**src/rtl/lw_sha_dma_pkg.sv**
```systemverilog
// Shared constants and state types for the SHA DMA burst master.
package lw_sha_dma_pkg;

  localparam int BUS_WIDTH = 32;

  localparam logic [1:0] AXI_BURST_FIXED = 2'b00;
  localparam logic [1:0] AXI_BURST_INCR  = 2'b01;

  localparam logic [1:0] AXI_RESP_OKAY   = 2'b00;
  localparam logic [1:0] AXI_RESP_SLVERR = 2'b10;
  localparam logic [1:0] AXI_RESP_DECERR = 2'b11;

  localparam logic [11:0] DIN_ADDR  = 12'h010;
  localparam logic [11:0] HASH_ADDR = 12'h020;

  typedef enum logic [1:0] {
    W_IDLE,
    W_ADDR,
    W_DATA,
    W_RESP
  } w_state_e;

  typedef enum logic [1:0] {
    R_IDLE,
    R_ADDR,
    R_DATA
  } r_state_e;

endpackage

```
**src/rtl/lw_sha_dma_fifo.sv**
```systemverilog
// Commit/rewind FIFO: words are popped speculatively into a burst and only
// released for good once the burst is acknowledged, so rejected bursts replay.
module lw_sha_dma_fifo #(
  parameter int D_WIDTH   = 32,
  parameter int BURST_LEN = 4,
  parameter int PTR_W     = $clog2(2 * BURST_LEN) + 1,
  parameter int CNT_W     = $clog2(BURST_LEN) + 1
) (
  input  logic               clk,
  input  logic               rst_n,
  input  logic               push,
  input  logic [D_WIDTH-1:0] push_data,
  input  logic               push_last,
  input  logic               pop_spec,
  input  logic               commit,
  input  logic               rewind,
  output logic               full,
  output logic [PTR_W-1:0]   spec_count,
  output logic [D_WIDTH-1:0] head_data,
  output logic               tlast_found,
  output logic [CNT_W-1:0]   tlast_off
);
  import lw_sha_dma_pkg::*;

  localparam int DEPTH = 2 * BURST_LEN;
  localparam int AW    = PTR_W - 1;

  logic [D_WIDTH:0]   mem_q [DEPTH];
  logic [PTR_W-1:0]   wr_q, wr_d;
  logic [PTR_W-1:0]   rd_spec_q, rd_spec_d;
  logic [PTR_W-1:0]   rd_commit_q, rd_commit_d;
  logic [PTR_W-1:0]   used;
  logic [PTR_W-1:0]   idx;

  // Occupancy is measured against the commit pointer so space held by an
  // unacknowledged burst is never overwritten.
  assign used       = wr_q - rd_commit_q;
  assign full       = (used == PTR_W'(DEPTH));
  assign spec_count = wr_q - rd_spec_q;
  assign head_data  = mem_q[rd_spec_q[AW-1:0]][D_WIDTH-1:0];

  // Pointer updates: push, speculative pop, commit and rewind.
  always_comb begin
    wr_d        = wr_q;
    rd_spec_d   = rd_spec_q;
    rd_commit_d = rd_commit_q;
    if (push && !full) wr_d = wr_q + PTR_W'(1);
    if (rewind) rd_spec_d = rd_commit_q;
    else if (pop_spec) rd_spec_d = rd_spec_q + PTR_W'(1);
    if (commit) rd_commit_d = rd_spec_q;
  end

  // Find the first tlast among the next BURST_LEN unsent words; lowest wins.
  always_comb begin
    tlast_found = 1'b0;
    tlast_off   = '0;
    idx         = '0;
    for (int i = BURST_LEN - 1; i >= 0; i--) begin
      idx = rd_spec_q + PTR_W'(i);
      if ((PTR_W'(i) < spec_count) && mem_q[idx[AW-1:0]][D_WIDTH]) begin
        tlast_found = 1'b1;
        tlast_off   = CNT_W'(i);
      end
    end
  end

  // Storage array; contents are meaningless once pointers are reset.
  always_ff @(posedge clk) begin
    if (push && !full) mem_q[wr_q[AW-1:0]] <= {push_last, push_data};
  end

  // Pointer registers.
  always_ff @(posedge clk or negedge rst_n) begin
    if (!rst_n) begin
      wr_q        <= '0;
      rd_spec_q   <= '0;
      rd_commit_q <= '0;
    end else begin
      wr_q        <= wr_d;
      rd_spec_q   <= rd_spec_d;
      rd_commit_q <= rd_commit_d;
    end
  end

endmodule

```
**src/rtl/lw_sha_dma_master.sv**
```systemverilog
// AXI4 burst master feeding the SHA slave DIN register from a stream and
// draining the digest HASH registers to an output stream.
module lw_sha_dma_master #(
  parameter int          D_WIDTH    = lw_sha_dma_pkg::BUS_WIDTH,
  parameter int          BURST_LEN  = 4,
  parameter int          HASH_BEATS = 256 / D_WIDTH,
  parameter logic [11:0] DIN_ADDR   = lw_sha_dma_pkg::DIN_ADDR,
  parameter logic [11:0] HASH_ADDR  = lw_sha_dma_pkg::HASH_ADDR
) (
  input  logic               aclk,
  input  logic               aresetn,
  input  logic [D_WIDTH-1:0] s_tdata,
  input  logic               s_tvalid,
  input  logic               s_tlast,
  output logic               s_tready,
  output logic [D_WIDTH-1:0] m_tdata,
  output logic               m_tvalid,
  output logic               m_tlast,
  input  logic               m_tready,
  input  logic               dma_wr_req_i,
  input  logic               dma_rd_req_i,
  output logic [11:0]        awaddr,
  output logic [7:0]         awlen,
  output logic [2:0]         awsize,
  output logic [1:0]         awburst,
  output logic [3:0]         awid,
  output logic               awvalid,
  input  logic               awready,
  output logic [D_WIDTH-1:0] wdata,
  output logic               wlast,
  output logic               wvalid,
  input  logic               wready,
  input  logic [1:0]         bresp,
  input  logic               bvalid,
  output logic               bready,
  output logic [11:0]        araddr,
  output logic [7:0]         arlen,
  output logic [2:0]         arsize,
  output logic [1:0]         arburst,
  output logic               arvalid,
  input  logic               arready,
  input  logic [D_WIDTH-1:0] rdata,
  input  logic [1:0]         rresp,
  input  logic               rlast,
  input  logic               rvalid,
  output logic               rready,
  output logic               err_o,
  input  logic               err_clr_i,
  output logic               busy_o
);
  import lw_sha_dma_pkg::*;

  localparam int         PTR_W = $clog2(2 * BURST_LEN) + 1;
  localparam int         CNT_W = $clog2(BURST_LEN) + 1;
  localparam logic [2:0] AXSIZE = 3'($clog2(D_WIDTH / 8));

  w_state_e         w_state_q, w_state_d;
  r_state_e         r_state_q, r_state_d;
  logic [CNT_W-1:0] burst_last_q, burst_last_d;
  logic [CNT_W-1:0] beat_q, beat_d;
  logic [11:0]      awaddr_q, awaddr_d;
  logic             err_q, err_d;
  logic             rd_req_q, rd_req_d;
  logic             rd_pend_q, rd_pend_d;
  logic             rd_edge, wr_err, rd_err, beat_last;

  logic             fifo_push, fifo_pop, fifo_commit, fifo_rewind, fifo_full;
  logic [PTR_W-1:0] spec_count;
  logic [D_WIDTH-1:0] head_data;
  logic             tlast_found;
  logic [CNT_W-1:0] tlast_off;

  assign s_tready  = !fifo_full;
  assign fifo_push = s_tvalid && !fifo_full;

  lw_sha_dma_fifo #(
    .D_WIDTH  (D_WIDTH),
    .BURST_LEN(BURST_LEN),
    .PTR_W    (PTR_W),
    .CNT_W    (CNT_W)
  ) u_fifo (
    .clk        (aclk),
    .rst_n      (aresetn),
    .push       (fifo_push),
    .push_data  (s_tdata),
    .push_last  (s_tlast),
    .pop_spec   (fifo_pop),
    .commit     (fifo_commit),
    .rewind     (fifo_rewind),
    .full       (fifo_full),
    .spec_count (spec_count),
    .head_data  (head_data),
    .tlast_found(tlast_found),
    .tlast_off  (tlast_off)
  );

  assign beat_last = (beat_q == burst_last_q);

  assign awaddr  = awaddr_q;
  assign awlen   = 8'(burst_last_q);
  assign awsize  = AXSIZE;
  assign awburst = AXI_BURST_FIXED;
  assign awid    = 4'd0;
  assign awvalid = (w_state_q == W_ADDR);
  assign wvalid  = (w_state_q == W_DATA);
  assign wlast   = (w_state_q == W_DATA) && beat_last;
  assign wdata   = head_data;
  assign bready  = (w_state_q == W_RESP);

  assign araddr  = HASH_ADDR;
  assign arlen   = 8'(HASH_BEATS - 1);
  assign arsize  = AXSIZE;
  assign arburst = AXI_BURST_INCR;
  assign arvalid = (r_state_q == R_ADDR);
  assign rready  = (r_state_q == R_DATA) && m_tready;
  assign m_tvalid = (r_state_q == R_DATA) && rvalid;
  assign m_tlast  = (r_state_q == R_DATA) && rlast;
  assign m_tdata  = rdata;

  assign err_o  = err_q;
  assign busy_o = (w_state_q != W_IDLE) || (r_state_q != R_IDLE);

  // Write channel: size a burst, issue AW, stream beats, then commit or rewind.
  always_comb begin
    w_state_d    = w_state_q;
    burst_last_d = burst_last_q;
    beat_d       = beat_q;
    awaddr_d     = awaddr_q;
    fifo_pop     = 1'b0;
    fifo_commit  = 1'b0;
    fifo_rewind  = 1'b0;
    wr_err       = 1'b0;
    unique case (w_state_q)
      W_IDLE: begin
        if (dma_wr_req_i && ((spec_count >= PTR_W'(BURST_LEN)) || tlast_found)) begin
          burst_last_d = tlast_found ? tlast_off : CNT_W'(BURST_LEN - 1);
          awaddr_d     = DIN_ADDR;
          beat_d       = '0;
          w_state_d    = W_ADDR;
        end
      end
      W_ADDR: begin
        if (awready) w_state_d = W_DATA;
      end
      W_DATA: begin
        if (wready) begin
          fifo_pop = 1'b1;
          beat_d   = beat_q + CNT_W'(1);
          if (beat_last) w_state_d = W_RESP;
        end
      end
      W_RESP: begin
        if (bvalid) begin
          if (bresp == AXI_RESP_OKAY) begin
            fifo_commit = 1'b1;
          end else begin
            fifo_rewind = 1'b1;
            wr_err      = 1'b1;
          end
          w_state_d = W_IDLE;
        end
      end
      default: w_state_d = W_IDLE;
    endcase
  end

  // Read channel: one digest burst per latched rising edge of the request.
  always_comb begin
    rd_req_d  = dma_rd_req_i;
    rd_edge   = dma_rd_req_i && !rd_req_q;
    r_state_d = r_state_q;
    rd_pend_d = rd_pend_q || rd_edge;
    rd_err    = 1'b0;
    unique case (r_state_q)
      R_IDLE: begin
        if (rd_pend_q) begin
          r_state_d = R_ADDR;
          rd_pend_d = rd_edge;
        end
      end
      R_ADDR: begin
        if (arready) r_state_d = R_DATA;
      end
      R_DATA: begin
        if (rvalid && m_tready) begin
          if (rresp != AXI_RESP_OKAY) rd_err = 1'b1;
          if (rlast) r_state_d = R_IDLE;
        end
      end
      default: r_state_d = R_IDLE;
    endcase
  end

  // Sticky error flag; a new error beats a simultaneous clear.
  always_comb begin
    err_d = err_q;
    if (err_clr_i) err_d = 1'b0;
    if (wr_err || rd_err) err_d = 1'b1;
  end

  // State registers for both channels and the error flag.
  always_ff @(posedge aclk or negedge aresetn) begin
    if (!aresetn) begin
      w_state_q    <= W_IDLE;
      r_state_q    <= R_IDLE;
      burst_last_q <= '0;
      beat_q       <= '0;
      awaddr_q     <= '0;
      err_q        <= 1'b0;
      rd_req_q     <= 1'b0;
      rd_pend_q    <= 1'b0;
    end else begin
      w_state_q    <= w_state_d;
      r_state_q    <= r_state_d;
      burst_last_q <= burst_last_d;
      beat_q       <= beat_d;
      awaddr_q     <= awaddr_d;
      err_q        <= err_d;
      rd_req_q     <= rd_req_d;
      rd_pend_q    <= rd_pend_d;
    end
  end

endmodule

```
**config.mk**
```make
export PLATFORM = sky130hd
export DESIGN_NAME = lw_sha_dma_master
export DESIGN_NICKNAME = d
export VERILOG_FILES = /design/src/rtl/lw_sha_dma_pkg.sv /design/src/rtl/lw_sha_dma_fifo.sv /design/src/rtl/lw_sha_dma_master.sv
export SDC_FILE = /design/constraint.sdc
export NUM_CORES = 1
export LEC_CHECK = 0
export BUFFER_PORTS_ARGS = -buffer_cell sky130_fd_sc_hd__buf_4
export CORE_MARGIN = 2
export CORE_UTILIZATION = 61
export CTS_CLUSTER_DIAMETER = 30
export CTS_CLUSTER_SIZE = 24
export DETAILED_ROUTE_END_ITERATION = 10
export PLACE_DENSITY = 0.86
export SYNTH_ARGS = -nofsm -noshare
export SYNTH_HDL_FRONTEND = slang
export SYNTH_SLANG_ARGS = --single-unit
```
**constraint.sdc**
```tcl
create_clock -name aclk -period 7.2 [get_ports aclk]
set_clock_uncertainty 0.15 [all_clocks]
set_input_delay 0.36 -clock aclk [delete_from_list [all_inputs] [get_ports aclk]]
set_output_delay 0.36 -clock aclk [all_outputs]
set_load 0.01 [all_outputs]
```
Word level (Yosys, flattened, before mapping)
Memory sizes are Yosys's and may differ from the RTL's.
Index checks and enable logic that the tools add are counted.
{"block": "word_totals", "elab_cells": 114, "n_memories": 1, "register_bits": 26, "inputBits": 82, "ramBits": 264, "out_inout_bits": 129}
{"memory": "u_fifo.mem_q", "words": 8, "word_bits": 33, "rd": 4, "rd_clocked_by_memory_dff": 0, "wr": 1, "line": "lw_sha_dma_fifo.sv:28", "rtl": "logic [D_WIDTH:0] mem_q [DEPTH];"}
{"block": "classes", "n_lt_le_gt_ge": 5, "eq_ne": 16, "mux": 42, "add_sub_neg": 7, "reduce_logical": 32}
{"cell": "2-to-1 mux 2 bit", "count": 13}
{"cell": "2-to-1 mux 1 bit", "count": 21}
{"cell": "logical AND 1 bit", "count": 13}
{"cell": "nonzero test 2 bit", "count": 6}
{"cell": "inequality test 2 x 1 -> 1 bit, second input constant", "count": 5}
{"cell": "2-to-1 mux 3 bit", "count": 3}
{"cell": "adder 4 x 1 -> 4 bit, second input constant", "count": 2}
{"cell": "less-than comparator 1 x 4 -> 1 bit, first input constant", "count": 2}
{"cell": "less-than comparator 2 x 4 -> 1 bit, first input constant", "count": 2}
{"cell": "2-to-1 mux 4 bit", "count": 2}
{"cell": "inequality test 2 bit, second input constant", "count": 4}
{"cell": "one-hot mux 2 bit (4 select lines)", "count": 1}
{"cell": "subtractor 4 bit", "count": 2}
{"cell": "adder 3 x 2 -> 3 bit, second input constant", "count": 2}
{"cell": "== test 2 bit, second input constant", "count": 3}
{"cell": "zero test 2 bit", "count": 3}
{"cell": "one-hot mux 2 bit (3 select lines)", "count": 1}
{"cell": "one-hot mux 3 bit (2 select lines)", "count": 1}
{"cell": "AND reduction 5 bit", "count": 1}
{"cell": "== test 2 x 1 -> 1 bit, second input constant", "count": 2}
{"cell": "== test 4 bit, second input constant", "count": 1}
{"cell": ">= comparator 4 x 3 -> 1 bit, second input constant", "count": 1}
{"cell": "logical OR 1 bit", "count": 4}
{"cell": "AND reduction 4 bit", "count": 1}
{"cell": "other kinds (5)", "count": 6}

Depth between registers and ports, before layout
Gate-level depths: netlist of the first run.
{"block": "depth", "word_depth": 11, "ltp_mapped": 9, "depth_no_buf": 8}

By module
From an unflattened synthesis of the first run, not the netlist that was laid out.
{"block": "unflattened", "cells_unflattened": 733, "area_unflattened_um2": 12482.0}
{"module": "lw_sha_dma_fifo", "area_per_inst_um2": 11016.8, "seq_area_each_um2": 8227.9, "cells_each": 563, "instances": 1}
{"module": "lw_sha_dma_master", "area_per_inst_um2": 1465.2, "seq_area_each_um2": 350.3, "cells_each": 170, "instances": 1}

Worst setup path after synthesis of the first run
OpenSTA, ideal clock, no wires.
{"block": "synth_path", "kind": "register to register", "start": "register u_fifo.wr_q[1]", "end": "memory u_fifo.mem_q[0][0] (netlist bit) (enable)", "path_slack_ns": 2.738, "path_stages_with_launch": 9, "period_less_slack_ns": 4.462, "setup_ns": 0.464, "t_arrival_ns": 3.847, "n_path_buf": 1, "required_ns": 6.586, "cell_sequence": "dfrtp_1 ha_1 nor2b_1 o211ai_1 a21oi_1 nor2b_1 clkbuf_1 nand2b_1 nor3_1"}
{"block": "synth_between", "elab_chain_len": 7}
{"element": "from (decl)", "line": "lw_sha_dma_fifo.sv:29", "rtl": "logic [PTR_W-1:0] wr_q, wr_d;"}
{"element": "from (signal assigned)", "line": "lw_sha_dma_fifo.sv:79", "rtl": "wr_q <= wr_d;"}
{"element": "subtractor 4 bit", "line": "lw_sha_dma_fifo.sv:37", "rtl": "assign used = wr_q - rd_commit_q;"}
{"element": "== test 4 bit", "line": "lw_sha_dma_fifo.sv:38", "rtl": "assign full = (used == PTR_W'(DEPTH));"}
{"element": "zero test 1 bit", "line": "lw_sha_dma_fifo.sv:69, lw_sha_dma_master.sv:74"}
{"element": "logical AND 1 bit", "line": "lw_sha_dma_master.sv:74", "rtl": "assign fifo_push = s_tvalid && !fifo_full;"}
{"element": "logical AND 1 bit", "line": "lw_sha_dma_fifo.sv:69", "rtl": "if (push && !full) mem_q[wr_q[AW-1:0]] <= {push_last, push_data};"}
{"element": "2-to-1 mux 1 bit", "line": "lw_sha_dma_fifo.sv:69"}
{"element": "2-to-1 mux 1 bit (not written as such)", "line": "lw_sha_dma_fifo.sv:69"}
{"element": "to (decl)", "line": "lw_sha_dma_fifo.sv:28"}
Parallel ways exist; a longest one is shown, timed or not.

Worst setup path in the final report of the first run
{"block": "layout_path", "start": "register u_fifo.rd_spec_q[2]", "end": "register w_state_q[1]"}
{"block": "layout_between", "elab_chain_len": 11, "word_cells_on_any_way": 22, "classes_between": "4 x add/sub; 5 x order compare; 1 x eq/ne; 4 x mux; 7 x reduce/logical; 1 x memory"}
{"element": "from (decl)", "line": "lw_sha_dma_fifo.sv:30", "rtl": "logic [PTR_W-1:0] rd_spec_q, rd_spec_d;"}
{"element": "from (signal assigned)", "line": "lw_sha_dma_fifo.sv:80", "rtl": "rd_spec_q <= rd_spec_d;"}
{"element": "subtractor 4 bit / adder 3 x 2 -> 3 bit (equally long branches)", "line": "lw_sha_dma_fifo.sv:39, lw_sha_dma_fifo.sv:59"}
{"element": "less-than comparator 2 x 4 -> 1 bit / memory read (8 x 33 bit) (equally long branches)"}
{"element": "logical AND 1 bit", "line": "lw_sha_dma_fifo.sv:60", "rtl": "if ((PTR_W'(i) < spec_count) && mem_q[idx[AW-1:0]][D_WIDTH]) begin"}
{"element": "2-to-1 mux 1 bit (4 in series)", "line": "lw_sha_dma_fifo.sv:60"}
{"element": "logical OR 1 bit *", "line": "lw_sha_dma_master.sv:135", "rtl": "if (dma_wr_req_i && ((spec_count >= PTR_W'(BURST_LEN)) || tlast_found)) begin"}
{"element": "logical AND 1 bit *", "line": "lw_sha_dma_master.sv:135"}
{"element": "inequality test 2 bit (no line) *"}
{"element": "AND reduction 5 bit (no line) *"}
{"element": "to (signal assigned)", "line": "lw_sha_dma_master.sv:213", "rtl": "w_state_q <= w_state_d;"}
{"element": "to (decl)", "line": "lw_sha_dma_master.sv:57", "rtl": "w_state_e w_state_q, w_state_d;"}
Every way passes the cells marked *; elsewhere a longest branch is shown, timed or not.
A chain may end at the register's enable or synchronous reset.

==> impl_results.md, run 1 <==
- Min cycle time layout: ~3900 ps
- Area added between synthesis and finish: 20.1%
- #FFs+latches synth: 289
- Post-synth ARST share: slightly below 9%
- Cell accounting for the most synthesized area: edfxtp_1
- Prevailing post-synth register cell: edfxtp_1
- Fin cells: roughly 1200
- Routed Antenna Nets: 0
- Top cells by area, synth: edfxtp_1 (64%), mux4_2 (12%), buf_4 (5.1%), dfrtp_1 (5.0%), nand2_1 (3.5%)
- Fin. Hold Viols: 0
- Die area: around 22000 µm²
- Arrival time worst endpoint: ~4100 ps
- Starting density of the core: about three fifths
- WP data required: between 7000 and 8000 ps
- Multi-input logic area: about 3300 µm²
- Hold Worst Slack: ~46 ps
- Clock Latency Late Sink: 540 ps
- Core ar.: between 20000 and 25000 µm²
- CTS tree: done
- Worst-path cell chain: buf_4 > clkinv_1 > buf_4 > ha_1 > or4_1 > a21oi_1 > o221a_4 > a2bb2oi_2 > mux2_1
- Status: finished clean
- Post-CTS Setup Bufs: 0
- Top-area cell type share of the netlist area: a little under two thirds
- Die width: 147 µm
- PnR Total Power: around 6.6 mW
- Worst vdd ir: 317 µV
- Final WL: about 27000 µm
- Syn_area_per_cell: between 15 and 20 µm²
- Netlist cell types: 57
- PortBufs: 95
- Setup violations, final: 0
- Post-synth EDFFs: between 200 and 300
- GPL Wtd Cong: around 0.78
- Worst Setup Start Kind: flip-flop
- Hold WC Path Type: in -> reg
- Hpwl dp: 14000 µm
- Rows: between 50 and 60
- RSZ-0062 raised after global routing: false
- Clock Tree Buf Depth: 3
- Placed Cells: between 1000 and 1500
- Worst-margin pin slew: approximately 1100 ps
- Initial antenna violation count: 1
- Crit path buf inv count: 3
- Share of the clock period used by the worst path: ~54%
- Crit-path max FO: 40
- CP top delay family: buffers and inverters
- PwrDens: between 400 and 500 nW/µm²
- Crit end category: flip-flop
- Sum of negative setup slack: 0 ps
- R2R setup slack: ~3300 ps
- Root buffer cell: clkbuf_16
- First-pass GRT wire length: between 40000 and 50000 µm
- Number of top-level pins: roughly 210
- Post-DR vias/cell: approximately 6
- CP peak stage delay: between 500 and 600 ps
- Crit path top cell by count: buf_4
- Largest net degree at the start of global routing: 75
- Chip height: between 100 and 150 µm
- Final-stage net count: approximately 1000
- Total track usage: around a quarter
- Crit path kind: reg -> reg
- Reg area: 8560 µm²
- CTS HTree Levels: 2
- Cell count after synthesis: 740
- Most common cell after layout, fill and taps aside: edfxtp_1
- Fillers: about 1100
- Number of iterations in the first detailed-routing pass: 5
- Slew margin rel.: roughly 23%
- Worst-path clk slew: around 50 ps
- Most frequent cells in the layout: edfxtp_1 (264), nand2_1 (117), buf_4 (105)
- Drt initial violations: about 530
- Vias in the first global route: around 7400
- Global route overflow: 0
- Max-Cap Viols: 0
- CP max-delay cell: or4_1
- Wire length per cell: roughly 23 µm
- Ratio of cells with drive above 1 in the final layout: between 20% and 30%
- Cell Area, Synth: 12400 µm²
- Max Clock Freq: between 200 and 300 MHz
- # DRC: 0
- Vias post-DR: 6954
- Ys Warns: 0
- Post-CTS Resized: 0
- Fin. max-slew vios: 0
- Seq/Total Area, Yosys: 68.8%
- Leak: approximately 5.6 nW
- TritonCTS Sinks: approximately 290
- CTS Buf Count: 46
[worst register-to-register path, cell delays in order, from the launching register on]
cell and delay, ps:
dfrtp_1 320, buf_4 470, clkinv_1 530, buf_4 410, ha_1 290, or4_1 530
a21oi_1 230, o221a_4 270, a2bb2oi_2 200, mux2_1 340
[registers in the layout, summed over array words and instances, names as in the netlist]
signal	flops
burst_last_q	2
u_fifo.mem_q	264
err_o	1
rd_pend_q	1
u_fifo.rd_commit_q	4
rd_req_q	1
u_fifo.wr_q	4
beat_q	3
w_state_q	2
u_fifo.rd_spec_q	4
awaddr	1
r_state_q	2
[per-stage QoR]
stage	util [%]	worst slack [ps]	instance area [µm²]
after floorplan	-	2740	12600
after global placement	64.9	3450	13000
after detailed placement	64.9	3410	13000
after CTS	74.2	3380	14900
after global routing	74.2	3110	14900
final	74.2	3340	14900
[worst paths after layout]
kind                                      from                    end  depth (start not counted)
max                        u_fifo.rd_spec_q[2]           w_state_q[1]                          9
max in group asynchronous              aresetn    u_fifo.rd_spec_q[0]                          2
min in group asynchronous              aresetn              beat_q[1]                          2
max reg2reg                u_fifo.rd_spec_q[2]           w_state_q[1]                          9
min                                   bresp[0]  u_fifo.rd_commit_q[1]                          3
min reg2reg                           rd_req_q              rd_pend_q                          1
[power by group]
part,switching (mW),internal [mW],total (mW),leakage [nW]
registers,0.205,2.16,2.37,2.69
logic,1.15,1.00,2.15,2.17
clock network,0.790,1.29,2.08,0.700
[per-layer routing]
| metal | part of all wire (%) | global-route usage, % | vias to the layer above |
|---|---|---|---|
| met5 | 0 | 0 | - |
| met4 | 4.7 | 14.7 | 0 |
| met3 | 6.1 | 3.85 | 106 |
| met2 | 53 | 44.7 | 381 |
| met1 | 36 | 31.6 | 3519 |
| li1 | - | - | 2948 |
[synth_stat cells, types with 3 or more instances]
master / n
a21oi_1: 8
and2_1: 3
buf_1: 7
buf_2: 4
buf_4: 84
clkbuf_1: 14
dfrtp_1: 25
edfxtp_1: 264
ha_1: 16
inv_1: 15
mux2_1: 3
mux2_2: 3
mux2i_1: 10
mux4_2: 67
nand2_1: 117
nand2b_1: 4
nand3_1: 3
nor2_1: 15
nor2b_1: 9
nor3_1: 4
o211ai_1: 3
o21ai_0: 7
o22ai_1: 3
xnor2_1: 7
xor2_1: 5
[kinds of logic after synthesis]
kind of cell             count (synthesis)  share of synthesized area (%)
flip-flops                             289                           68.8
AND/OR/NAND/NOR                        164                           5.58
buffers and inverters                  127                           6.47
multiplexers                            83                           13.5
AO/OA/AOI/OAI                           44                           2.68
adder cells (fa/ha/maj)                 18                           1.85
XOR/XNOR                                13                           1.04
other                                    2                         0.0604
[repair_timing]
item / in CTS / in global routing
endpoints found under the hold margin: 294 / 0
endpoints found under the setup margin: 0 / 0
hold buffers: 41 / 0
[area by class of cell]
cell class	instances	area share (%)
antenna	1	0.0168
clock buffer	51	7.84
clock inverter	31	1.98
inverter	17	0.427
multi-input combinational	373	22.1
sequential	289	57.3
tap	270	2.26
timing repair buffer	146	8.03
(Power assumes the default switching activity.)
==> run 2: changes to the inputs <==
CORE_UTILIZATION = 56   (was 61)
PLACE_DENSITY = 0.8   (was 0.86)
clock period = 3.9 ns   (was 7.2 ns; I/O delays follow)
==> run 2 against run 1 <==
Compared with the run above: non-clock buffer count increased by 16; worst setup slack got worse by 2800 ps; sequential power increased by 84%; maximum frequency increased by 15%.
==> impl_results.md, run 2 (synthesized netlist as in run 1, its figures left out) <==
- Status: finished clean
- Core ar.: 21800 µm²
- Fin cells: roughly 1200
- Max reg flops: 264
- Die area: about 23000 µm²
- Max-Cap Viols: 0
- Fin. Hold Viols: 0
- Area added between synthesis and finish: 24.1%
- TritonCTS Sinks: around 290
- Crit-path max FO: 13
- Number of top-level pins: about 210
- Placed Cells: about 1100
- Worst Setup Start Kind: flip-flop
- Vias post-DR: roughly 6800
- Hold Worst Slack: 26.5 ps
- PortBufs: 95
- Hold WC Path Type: in -> reg
- Crit end category: flip-flop
- Clock Tree Buf Depth: 3
- First-pass GRT wire length: around 40000 µm
- Final-stage net count: between 900 and 1000
- Number of iterations in the first detailed-routing pass: 5
- Die width: ~150 µm
- Share of the clock period used by the worst path: a little under nine tenths
- Most frequent cells in the layout: edfxtp_1 (264), nand2_1 (117), buf_4 (110)
- Rows: 54
- Starting density of the core: 56.9%
- CP peak stage delay: between 600 and 700 ps
- Routed Antenna Nets: 0
- Worst-path cell chain: ha_1 > nor2b_1 > o211ai_1 > a21oi_1 > nor2b_1 > nand2b_1 > nor2_4 > buf_4
- Vias in the first global route: between 7000 and 8000
- Fillers: around 1300
- Post-CTS Setup Bufs: 0
- PwrDens: ~830 nW/µm²
- Leak: 5.81 nW
- Global route overflow: 0
- Setup violations, final: 0
- RSZ-0062 raised after global routing: false
- CTS Buf Count: between 40 and 50
- Chip height: roughly 150 µm
- Ratio of cells with drive above 1 in the final layout: a little under a third
- Ant diodes: 0
- Crit path kind: reg -> reg
- Final WL: ~26000 µm
- Hpwl dp: between 10000 and 15000 µm
- Worst-path clk slew: approximately 60 ps
- Slew margin rel.: 47.5%
- CP max-delay cell: dfrtp_1
- Min cycle time layout: ~3300 ps
- Crit path top cell by count: nor2b_1
- Max Clock Freq: between 200 and 300 MHz
- GPL Wtd Cong: a little under 0.8
- # DRC: 0
- Reg area: around 8600 µm²
- Worst vdd ir: around 450 µV
- Wire length per cell: around 22 µm
- Hold Buf Count CTS: 49
- Sum of negative setup slack: 0 ps
- Arrival time worst endpoint: 3430 ps
- Worst-margin pin slew: between 700 and 800 ps
- Fin. max-slew vios: 0
- Multi-input logic area: between 3000 and 4000 µm²
- CTS tree: done
- Initial antenna violation count: 0
- Total track usage: 22.5%
- Root buffer cell: clkbuf_16
- Clock Latency Late Sink: between 500 and 600 ps
- Most common cell after layout, fill and taps aside: edfxtp_1
- WP data required: ~4000 ps
- Post-CTS Resized: 0
- CTS HTree Levels: 2
- Post-DR vias/cell: 5.63
- Largest net degree at the start of global routing: 39
- Drt initial violations: 450
run 2: cell type report:
cell class	count	share of cell area [%]
inverter	17	0.414
clock inverter	41	3.51
sequential	289	55.5
tap	280	2.27
clock buffer	48	7.79
multi-input combinational	373	21.5
timing repair buffer	162	8.99
run 2: through the flow:
step	instance area (µm²)	utilization (%)	worst slack (ps)	total power, mW
floorplan	12600	-	300	7.00
global placement	13200	60.4	745	8.20
detailed placement	13200	60.4	642	8.30
CTS	15400	70.7	559	12.9
global route	15400	70.7	374	13.4
finish	15400	70.7	562	12.8
run 2: worst max-delay path: cells and delay by family (launching register included):
family | cells | cell delay (ps)
DFF | 1 | 610
and+or+nand+nor | 4 | 1360
AOI/OAI and AO/OA | 2 | 270
buffers and inverters | 1 | 300
adders and majority gates | 1 | 320
run 2: path summary, 6_finish.rpt:
| kind | from | end | slack (ps) | depth (start not counted) |
|---|---|---|---|---|
| max in group asynchronous | aresetn | u_fifo.rd_spec_q[0] | 2900 | 4 |
| min in group asynchronous | aresetn | u_fifo.rd_spec_q[1] | 530 | 4 |
| min | bvalid | w_state_q[0] | 30 | 4 |
| min reg2reg | rd_req_q | rd_pend_q | 270 | 1 |
| max reg2reg | u_fifo.wr_q[1] | u_fifo.mem_q[3][27] | 560 | 8 |
| max | u_fifo.wr_q[1] | u_fifo.mem_q[3][27] | 560 | 8 |
run 2: power breakdown:
| part | internal, mW | switching (mW) | leakage, nW |
|---|---|---|---|
| Combinational | 1.90 | 2.08 | 2.26 |
| Clock | 2.86 | 1.60 | 0.853 |
| Sequential | 3.98 | 0.388 | 2.69 |
run 2: metal layers:
layer	track usage, %	share of wire, %	vias up
met5	0	0	-
met3	4.37	6.5	93
li1	-	-	3009
met1	29.6	40	3400
met4	10.1	3.9	0
met2	36.9	50	312
